===== config.mk =====
export PLATFORM = sky130hd
export DESIGN_NAME = sat_counter
export DESIGN_NICKNAME = d
export VERILOG_FILES = /design/src/rtl/prbs_checker_sat_counter.sv
export SDC_FILE = /design/constraint.sdc
export NUM_CORES = 1
export LEC_CHECK = 0
export ABC_AREA = 1
export BUFFER_PORTS_ARGS = -buffer_cell sky130_fd_sc_hd__buf_2
export CORE_UTILIZATION = 29
export CTS_CLUSTER_DIAMETER = 100
export DETAILED_ROUTE_END_ITERATION = 16
export PLACE_DENSITY = 0.56
export SYNTH_ARGS = -nofsm -noshare
export SYNTH_HDL_FRONTEND = slang
export SYNTH_SLANG_ARGS = --single-unit
export TNS_END_PERCENT = 30

===== constraint.sdc =====
create_clock -name clk -period 1.4 [get_ports clk]
set_input_delay 0.07 -clock clk [delete_from_list [all_inputs] [get_ports clk]]
set_output_delay 0.07 -clock clk [all_outputs]
set_load 0.1 [all_outputs]

===== src/rtl/prbs_checker_sat_counter.sv =====
// Saturating up-counter with synchronous clear that takes priority
// over increment; sticks at all-ones.
module sat_counter #(
  parameter int W = 8
) (
  input  logic         clk,
  input  logic         rst,
  input  logic         inc,
  input  logic         clr,
  output logic [W-1:0] count
);

  localparam logic [W-1:0] ONE  = {{(W-1){1'b0}}, 1'b1};
  localparam logic [W-1:0] ZERO = {W{1'b0}};
  localparam logic [W-1:0] FULL = {W{1'b1}};

  // Count register: clear wins, then saturating increment.
  always_ff @(posedge clk or posedge rst) begin
    if (rst) begin
      count <= ZERO;
    end else if (clr) begin
      count <= ZERO;
    end else if (inc && (count != FULL)) begin
      count <= count + ONE;
    end else begin
      count <= count;
    end
  end

endmodule


==> results of run 1 <==
==> cells in the final DEF, fill, tap and decap left out, drive strengths merged, types with 2 or more instances in the layout <==
master / netlist / final
dfrtp: 8 / 8
nand3: 5 / 5
buf: 0 / 12
xor2: 3 / 3
clkbuf: 0 / 3
nor2: 7 / 7
a21oi: 2 / 2
inv: 10 / 10
nand2: 29 / 29
==> layout make-up <==
| cell class | instances | share of cell area |
|---|---|---|
| Multi-Input combinational cell | 50 | 0.434 |
| Sequential cell | 8 | 0.323 |
| Timing Repair Buffer | 13 | 0.109 |
| Inverter | 11 | 0.0695 |
| Clock buffer | 3 | 0.0338 |
| Tap cell | 16 | 0.0301 |
==> cell families after synthesis <==
family	Yosys count	share of synthesized area
adders and majority gates	1	0.0247
xor gates and xnor gates	4	0.0691
and+or+nand+nor	42	0.390
AOI/OAI and AO/OA	3	0.0296
DFF	8	0.395
buffers and inverters	11	0.0914
==> what timing repair did <==
action / 4_1_cts / 5_1_grt
setup endpoints to repair: 0 / 6
setup buffers: 0 / 0
resized for setup: 0 / 2
hold buffers: 1 / 0
endpoints found under the hold margin: 8 / 0
==> per-layer routing <==
layer	vias up	GRT usage
li1	242	-
met1	200	0.183
met2	12	0.212
met3	2	0.0625
met4	0	0.0375
met5	-	0
==> stage by stage <==
step | cell area [um^2] | power [W] | util | cells | setup TNS (ns)
2_1_floorplan | 542 | 0.000343 | - | 69 | -0.180
3_3_place_gp | 624 | 0.000369 | 0.396 | 97 | 0
3_5_place_dp | 624 | 0.000371 | 0.396 | 97 | 0
4_1_cts | 657 | 0.000561 | 0.417 | 101 | 0
5_1_grt | 666 | 0.000583 | 0.422 | 101 | 0
6_report | 666 | 0.000552 | 0.422 | 101 | 0
==> worst min path at each step <==
| stage | startpoint | to | cells after the start |
|---|---|---|---|
| 2_1_floorplan | rst | count[0]$_DFFE_PP0P_ | 1 |
| 3_3_place_gp | rst | count[1]$_DFFE_PP0P_ | 2 |
| 3_5_place_dp | rst | count[1]$_DFFE_PP0P_ | 2 |
| 4_1_cts | clr | count[7]$_DFFE_PP0P_ | 4 |
| 5_1_grt | clr | count[1]$_DFFE_PP0P_ | 4 |
| 6_report | clr | count[7]$_DFFE_PP0P_ | 4 |
==> tightest hold or removal path, cell delays in order <==
cell,delay (ns)
buf_2,0.14
a21oi_1,0.05
nand2_1,0.06
inv_1,0.03
==> power by group <==
group	leakage (nW)	internal [W]	switching (W)
combinational	0.258	0.0000280	0.0000901
sequential	0.0965	0.000242	0.00000982
clock	0.0138	0.0000985	0.0000838
==> flow_metrics.env, run 1 <==
export IMPL_status="finished with violations"
export IMPL_violations="design-rule violations"
export IMPL_crit_start="count[0]$_DFFE_PP0P_"
export IMPL_route_detailed_drc=1
export IMPL_top_regs="count: 8 flops"
export IMPL_cts_tree="built"
export IMPL_multi_input_area_um2=289
export IMPL_startpoint_type="register"
export IMPL_cts_buffers_inserted=3
export IMPL_dp_slack_ns=0.0478
export IMPL_synth_distinct_cells=16
export IMPL_worst_slew_pin_slew_ns=0.486
export IMPL_crit_required_ns=1.33
export IMPL_mappedNetlistArea_um2=507
export IMPL_grt_use_total=0.141
export IMPL_vias_per_cell=4.51
export IMPL_grt_overflow_total=0
export IMPL_synthFlopType="dfrtp_1"
export IMPL_critical_path_class="register to primary output"
export IMPL_peakVddDrop_uv=530
export IMPL_period_share=0.935
export IMPL_critPathArrivalTime_ns=1.24
export IMPL_drv_slew=0
export IMPL_area_growth_pct=31.4
export IMPL_worst_path_buf_inv=2
export IMPL_slowest_stage="dfrtp_4"
export IMPL_crit_chain="buf_4 -> buf_2"
export IMPL_rows=14
export IMPL_clk_path_buf_depth=2
export IMPL_insertion_delay_ns=0.26
export IMPL_dr_wl_met2_um=456
export IMPL_setup_viol=0
export IMPL_grt_start_max_net_pins=9
export IMPL_grt_pass1_vias=418
export IMPL_first_iter_violations=14
export IMPL_synth_top_area_frac=0.395
export IMPL_yosys_area_top_type="dfrtp_1"
export IMPL_top_register="count"
export IMPL_drive_above_1_share=0.388
export IMPL_core_um2=1580
export IMPL_ff2ff_path_depth=9
export IMPL_finalCriticalPeriod_ns=1.31
export IMPL_synth_avg_cell_area_um2=7.34
export IMPL_finalClockSkew_ns=0.00501
export IMPL_fin_nets=92
export IMPL_fp_dieH_um=43.8
export IMPL_cp_top_family="buffers and inverters"
export IMPL_die_area_um2=1920
export IMPL_grt_pass1_wl_um=1950
export IMPL_synthesis_nets=74
export IMPL_synth_edf_count=0
export IMPL_die_w_um=43.8
export IMPL_hold_viol_final=0
export IMPL_clock_sinks=8
export IMPL_vias=456
export IMPL_drtAntennaViolNets=0
export IMPL_clk_pin_slew_worst_paths_ns=0.06
export IMPL_syn_inst=69
export IMPL_hold_path_class="primary input to register"
export IMPL_totalWireLength_um=1080
export IMPL_fill_cells=175
export IMPL_maxCapViolations=0
export IMPL_n_antenna_cell=0
export IMPL_critPathCaptureType="primary output"
export IMPL_worst_slack_ns=0.0911
export IMPL_port_buffer_count=11
export IMPL_dr_max_layer_used="met4"
export IMPL_leakage_nw=0.369
export IMPL_rrSetupSlack_ns=0.10
export IMPL_crit_end="count[0]"
export IMPL_ys_warnings_count=0
export IMPL_seq_area_um2=215
export IMPL_yosys_top_cells_area="dfrtp_1, nand2_1, inv_1"
export IMPL_gp_congestion=0.783
export IMPL_synth_most_common_cell="nand2_1"
export IMPL_initial_utilization=0.321
export IMPL_ys_top_cells_by_count="nand2_1, inv_1, dfrtp_1"
export IMPL_powerDensity_nw_per_um2=829
export IMPL_htreeDepth=1
export IMPL_grt_antenna_before_repair=0
export IMPL_crit_cells=2
export IMPL_io_pin_count=12
export IMPL_rsz0062_at_grt="no"
export IMPL_synth_seq_area_share=0.395
export IMPL_firstDrtPassIters=10
export IMPL_dr_wl_met3_um=61
export IMPL_fmax_mhz=764
export IMPL_post_dp_hpwl_um=804
export IMPL_slowest_delay_ns=0.43
export IMPL_relSlewSlack=0.678
export IMPL_met1Wirelength_um=561
export IMPL_synthArstFlopShare=1.00
export IMPL_rr_endpoint="count[2]$_DFFE_PP0P_"
export IMPL_cp_max_fo=3
export IMPL_rr_startpoint="count[0]$_DFFE_PP0P_"
export IMPL_cts_root_buffer="clkbuf_4"
export IMPL_wl_per_cell_um=10.7
export IMPL_ys_ff_latch=8
export IMPL_worst_hold_slack_ns=0.127
export IMPL_largest_reg_flops=8
Power figures use the tool's default switching activity.
==> run 2: changes to the inputs <==
--- a/config.mk
+++ b/config.mk
@@ -11,6 +11,7 @@
 export CTS_CLUSTER_DIAMETER = 100
 export DETAILED_ROUTE_END_ITERATION = 16
 export PLACE_DENSITY = 0.56
+export REMOVE_ABC_BUFFERS = 1
 export SYNTH_ARGS = -nofsm -noshare
 export SYNTH_HDL_FRONTEND = slang
 export SYNTH_SLANG_ARGS = --single-unit
==> run 2 against run 1 <==
  * The run still ends with design-rule violations left
  * Sequential power decreased by 3%
  * Final area shrank 5.1%
  * Sequential share of layout area shrank 0.65 points
  * Worst hold slack about the same
  * Worst setup slack better by 0.049 ns
  * Non-clock buffer count unchanged
  * Via count fell by 2.0%
  * Total power fell by 2.6%
  * Sequential cell count stayed put
  * Clock power barely moved
==> flow_metrics.env, run 2 (same netlist as run 1, synthesis figures left out) <==
export IMPL_finalClockSkew_ns=0.00574
export IMPL_firstDrtPassIters=10
export IMPL_vias=447
export IMPL_insertion_delay_ns=0.26
export IMPL_drive_above_1_share=0.282
export IMPL_slowest_delay_ns=0.41
export IMPL_fin_nets=92
export IMPL_leakage_nw=0.366
export IMPL_hold_path_class="primary input to register"
export IMPL_htreeDepth=1
export IMPL_crit_chain="ha_2 -> nand2_2 -> nor2_4 -> nand2_2 -> nand2_4 -> nand2_4 -> clkinv_4 -> nand2_1 -> nand2_1"
export IMPL_rows=14
export IMPL_clk_path_buf_depth=2
export IMPL_grt_pass1_wl_um=1680
export IMPL_worst_path_buf_inv=1
export IMPL_wl_per_cell_um=9.25
export IMPL_power_w=0.000538
export IMPL_critPathArrivalTime_ns=1.41
export IMPL_status="finished with violations"
export IMPL_port_buffer_count=11
export IMPL_worst_slew_pin_slew_ns=0.486
export IMPL_core_um2=1580
export IMPL_die_area_um2=1920
export IMPL_fmax_mhz=794
export IMPL_grt_use_total=0.123
export IMPL_initial_utilization=0.321
export IMPL_cts_root_buffer="clkbuf_4"
export IMPL_period_share=0.900
export IMPL_top_regs="count: 8 flops"
export IMPL_hold_viol_final=0
export IMPL_slowest_stage="dfrtp_1"
export IMPL_critPathCaptureType="register"
export IMPL_finalCriticalPeriod_ns=1.26
export IMPL_worst_hold_slack_ns=0.126
export IMPL_setup_viol=0
export IMPL_fill_cells=176
export IMPL_cp_max_fo=6
export IMPL_route_detailed_drc=1
export IMPL_cts_setup_buffers=0
export IMPL_first_iter_violations=7
export IMPL_area_growth_pct=24.7
export IMPL_vias_per_cell=4.43
export IMPL_n_antenna_cell=0
export IMPL_grt_pass1_vias=414
export IMPL_io_pin_count=12
export IMPL_post_dp_hpwl_um=729
export IMPL_grt_overflow_total=0
export IMPL_layout_common_cells="nand2_1, buf_2, inv_1"
export IMPL_relSlewSlack=0.678
export IMPL_grt_start_max_net_pins=9
export IMPL_final_util=0.401
export IMPL_tns_ns=0
export IMPL_crit_required_ns=1.55
export IMPL_fp_dieH_um=43.8
export IMPL_violations="design-rule violations"
export IMPL_gp_congestion=0.732
export IMPL_totalWireLength_um=934
export IMPL_drv_slew=0
export IMPL_cts_tree="built"
export IMPL_startpoint_type="register"
export IMPL_maxCapViolations=0
export IMPL_peakVddDrop_uv=430
export IMPL_cp_top_family="simple AND/OR/NAND/NOR gates"
export IMPL_largest_reg_flops=8
export IMPL_worst_slack_ns=0.140
export IMPL_rsz0062_at_grt="no"
export IMPL_clk_pin_slew_worst_paths_ns=0.06
export IMPL_cts_buffers_inserted=3
export IMPL_final_common_cell="nand2_1"
export IMPL_critical_path_class="register to register"
export IMPL_dp_slack_ns=-0.0414
export IMPL_drtAntennaViolNets=0
export IMPL_die_w_um=43.8
export IMPL_top_register="count"
export IMPL_powerDensity_nw_per_um2=851
export IMPL_clock_sinks=8
export IMPL_grt_antenna_before_repair=0
## run 2: power breakdown
| group | internal, W | total (W) | switching, W |
|---|---|---|---|
| clock | 0.0000983 | 0.000179 | 0.0000809 |
| sequential | 0.000239 | 0.000245 | 0.00000675 |
| combinational | 0.0000255 | 0.000113 | 0.0000878 |
## run 2: layout make-up
class	count	area [um^2]	share of cell area
Multi-Input combinational cell	50	270	0.428
Timing Repair Buffer	13	72.6	0.115
Sequential cell	8	200	0.317
Tap cell	16	20.0	0.0317
Inverter	11	46.3	0.0733
Clock buffer	3	22.5	0.0356
## run 2: per-layer routing
metal  up-vias  global-route usage  part of all wire
li1        243                   -                 -
met1       192               0.141              0.49
met2        10               0.191              0.45
met3         2              0.0750             0.055
met4         0              0.0375            0.0064
met5         -                   0                 0
## run 2: repair_timing
item	CTS	global route
pin swaps	0	0
resized for setup	1	2
setup endpoints to repair	5	7
hold endpoints to repair	8	0
hold buffers	1	0
cloned	0	0
## run 2: metrics by stage
stage | instance area (um^2) | std cells
6_report | 632 | 101
5_1_grt | 632 | 101
3_3_place_gp | 589 | 97
3_5_place_dp | 589 | 97
4_1_cts | 624 | 101
2_1_floorplan | 507 | 69
## run 2: worst paths after layout
kind                                   endpoint  cells after the start  slack (ns)                  from
min                        count[7]$_DFFE_PP0P_                      4        0.13                   clr
min reg2reg                count[6]$_DFFE_PP0P_                      2        0.56  count[6]$_DFFE_PP0P_
max reg2reg                count[4]$_DFFE_PP0P_                      9        0.14  count[0]$_DFFE_PP0P_
max                        count[4]$_DFFE_PP0P_                      9        0.14  count[0]$_DFFE_PP0P_
min in group asynchronous  count[1]$_DFFE_PP0P_                      3        0.30                   rst
max in group asynchronous  count[4]$_DFFE_PP0P_                      3        0.86                   rst
## run 2: worst reg2reg max path: stages, from the launching register on
cell and delay (ns):
dfrtp_1 0.41, ha_2 0.22, nand2_2 0.09, nor2_4 0.05, nand2_2 0.07, nand2_4 0.06
nand2_4 0.08, clkinv_4 0.07, nand2_1 0.06, nand2_1 0.04
==> run 3: changes to the inputs <==
==> constraint.sdc (replaced) <==
create_clock -name clk -period 1.6 [get_ports clk]
set_input_delay 0.08 -clock clk [delete_from_list [all_inputs] [get_ports clk]]
set_output_delay 0.08 -clock clk [all_outputs]
set_load 0.1 [all_outputs]
==> run 3 against run 2 <==
  * The run still ends with design-rule violations left
  * Critical path type unchanged
  * Critical path depth fell by 1
  * Largest power group unchanged
  * Final area is 2.4% lower
  * Highest routed layer is now met3
  * Utilization decreased by 0.95 points
  * Count of clock-buffer cells in the layout did not move
==> flow_metrics.env, run 3 (same netlist as run 1, synthesis figures left out) <==
export IMPL_status="finished with violations"
export IMPL_violations="design-rule violations"
export IMPL_rr_endpoint="count[4]$_DFFE_PP0P_"
export IMPL_post_dp_hpwl_um=745
export IMPL_wl_per_cell_um=9.23
export IMPL_insertion_delay_ns=0.25
export IMPL_cts_buffers_inserted=3
export IMPL_clk_path_buf_depth=2
export IMPL_power_w=0.000460
export IMPL_finalCriticalPeriod_ns=1.36
export IMPL_critPathCaptureType="register"
export IMPL_hold_viol_final=0
export IMPL_die_area_um2=1920
export IMPL_drive_above_1_share=0.262
export IMPL_finalClockSkew_ns=0.00492
export IMPL_drtAntennaViolNets=0
export IMPL_hp_start="clr"
export IMPL_met1Wirelength_um=467
export IMPL_drv_slew=0
export IMPL_powerDensity_nw_per_um2=746
export IMPL_grt_pass1_wl_um=1610
export IMPL_fmax_mhz=736
export IMPL_maxCapViolations=0
export IMPL_worst_slew_pin_slew_ns=0.484
export IMPL_dr_wl_met2_um=397
export IMPL_fin_nets=91
export IMPL_dr_wl_met3_um=58
export IMPL_setup_viol=0
export IMPL_area_growth_pct=21.7
export IMPL_rsz0062_at_grt="no"
export IMPL_gp_congestion=0.726
export IMPL_first_iter_violations=8
export IMPL_route_detailed_drc=1
export IMPL_dr_max_layer_used="met3"
export IMPL_whs_endpoint="count[7]$_DFFE_PP0P_"
export IMPL_port_buffer_count=11
export IMPL_htreeDepth=1
export IMPL_top_regs="count: 8 flops"
export IMPL_cts_root_buffer="clkbuf_4"
export IMPL_fp_dieH_um=43.8
export IMPL_worst_slack_ns=0.241
export IMPL_dp_cells=96
export IMPL_vias=451
export IMPL_peakVddDrop_uv=377
export IMPL_dpl_instance_area_um2=582
export IMPL_initial_utilization=0.321
export IMPL_critical_path_class="register to register"
export IMPL_dp_slack_ns=0.140
export IMPL_period_share=0.849
export IMPL_final_common_cell="nand2_1"
export IMPL_n_antenna_cell=0
export IMPL_startpoint_type="register"
export IMPL_clock_sinks=8
export IMPL_layout_common_cells="nand2_1, buf_2, inv_1"
export IMPL_whs_path_depth=4
export IMPL_grt_antenna_before_repair=0
export IMPL_leakage_nw=0.363
export IMPL_relSlewSlack=0.680
export IMPL_rr_startpoint="count[0]$_DFFE_PP0P_"
export IMPL_grt_pass1_vias=398
export IMPL_fin_area_um2=617
export IMPL_crit_required_ns=1.79
export IMPL_instances_no_fill=100
export IMPL_cts_tree="built"
export IMPL_cp_max_fo=5
export IMPL_die_w_um=43.8
export IMPL_top_register="count"
export IMPL_clk_pin_slew_worst_paths_ns=0.05
export IMPL_vias_per_cell=4.51
export IMPL_final_util=0.391
export IMPL_grt_start_max_net_pins=9
export IMPL_hold_path_class="primary input to register"
export IMPL_rows=14
export IMPL_io_pin_count=12
export IMPL_critPathArrivalTime_ns=1.55
export IMPL_grt_use_total=0.121
export IMPL_firstDrtPassIters=10
export IMPL_totalWireLength_um=923
export IMPL_largest_reg_flops=8
export IMPL_ff2ff_path_depth=8
export IMPL_grt_overflow_total=0
export IMPL_core_um2=1580
export IMPL_rrSetupSlack_ns=0.24
-- run 3: cell count changes in the layout (fill, tap and decap cells not counted) --
cell / before / now
buf_4: 1 / 0
ha_1: 0 / 1
ha_2: 1 / 0
nor2_2: 1 / 2
nor2_4: 2 / 1
-- run 3: cell type report --
| class | count | area, um^2 |
|---|---|---|
| Sequential cell | 8 | 200 |
| Fill cell | 175 | 960 |
| Timing Repair Buffer | 12 | 65.1 |
| Tap cell | 16 | 20.0 |
| Multi-Input combinational cell | 50 | 263 |
| Inverter | 11 | 46.3 |
| Clock buffer | 3 | 22.5 |
-- run 3: worst max-delay path by stage --
stage	from	end	slack (ns)
after floorplan	count[1]$_DFFE_PP0P_	count[5]$_DFFE_PP0P_	-0.35
after global placement	count[0]$_DFFE_PP0P_	count[1]$_DFFE_PP0P_	0.17
after detailed placement	count[0]$_DFFE_PP0P_	count[1]$_DFFE_PP0P_	0.14
after CTS	count[0]$_DFFE_PP0P_	count[4]$_DFFE_PP0P_	0.12
after global routing	count[0]$_DFFE_PP0P_	count[5]$_DFFE_PP0P_	0.13
final	count[0]$_DFFE_PP0P_	count[4]$_DFFE_PP0P_	0.24
-- run 3: power by group --
part	internal, W	switching, W	total [W]
clock network	0.0000856	0.0000650	0.000151
logic	0.0000192	0.0000742	0.0000934
registers	0.000209	0.00000707	0.000216
total	0.000314	0.000146	0.000460
-- run 3: repair_timing --
item	4_1_cts	5_1_grt
hold endpoints to repair	8	0
buffers inserted	0	0
setup endpoints to repair	0	3
resized for setup	0	1
hold buffers	1	0
-- run 3: metrics by stage --
step                      hold WS, ns  TNS (ns)
after floorplan                -0.104     -2.56
after global placement         0.0445         0
after detailed placement       0.0451         0
after CTS                       0.105         0
after global routing            0.150         0
final                           0.123         0
-- run 3: layer usage --
metal | track usage | vias to the layer above
met3 | 0.0750 | 0
met1 | 0.136 | 197
met2 | 0.191 | 11
li1 | - | 243
met5 | 0 | -
met4 | 0.0375 | 0
-- run 3: worst max-delay path: stages, from the launching register on --
cell,delay [ns]
dfrtp_1,0.41
ha_1,0.25
nand2_2,0.10
nor2_4,0.04
nand2_2,0.08
nand2_4,0.06
nor2_2,0.20
nand2_1,0.09
nand2_1,0.07
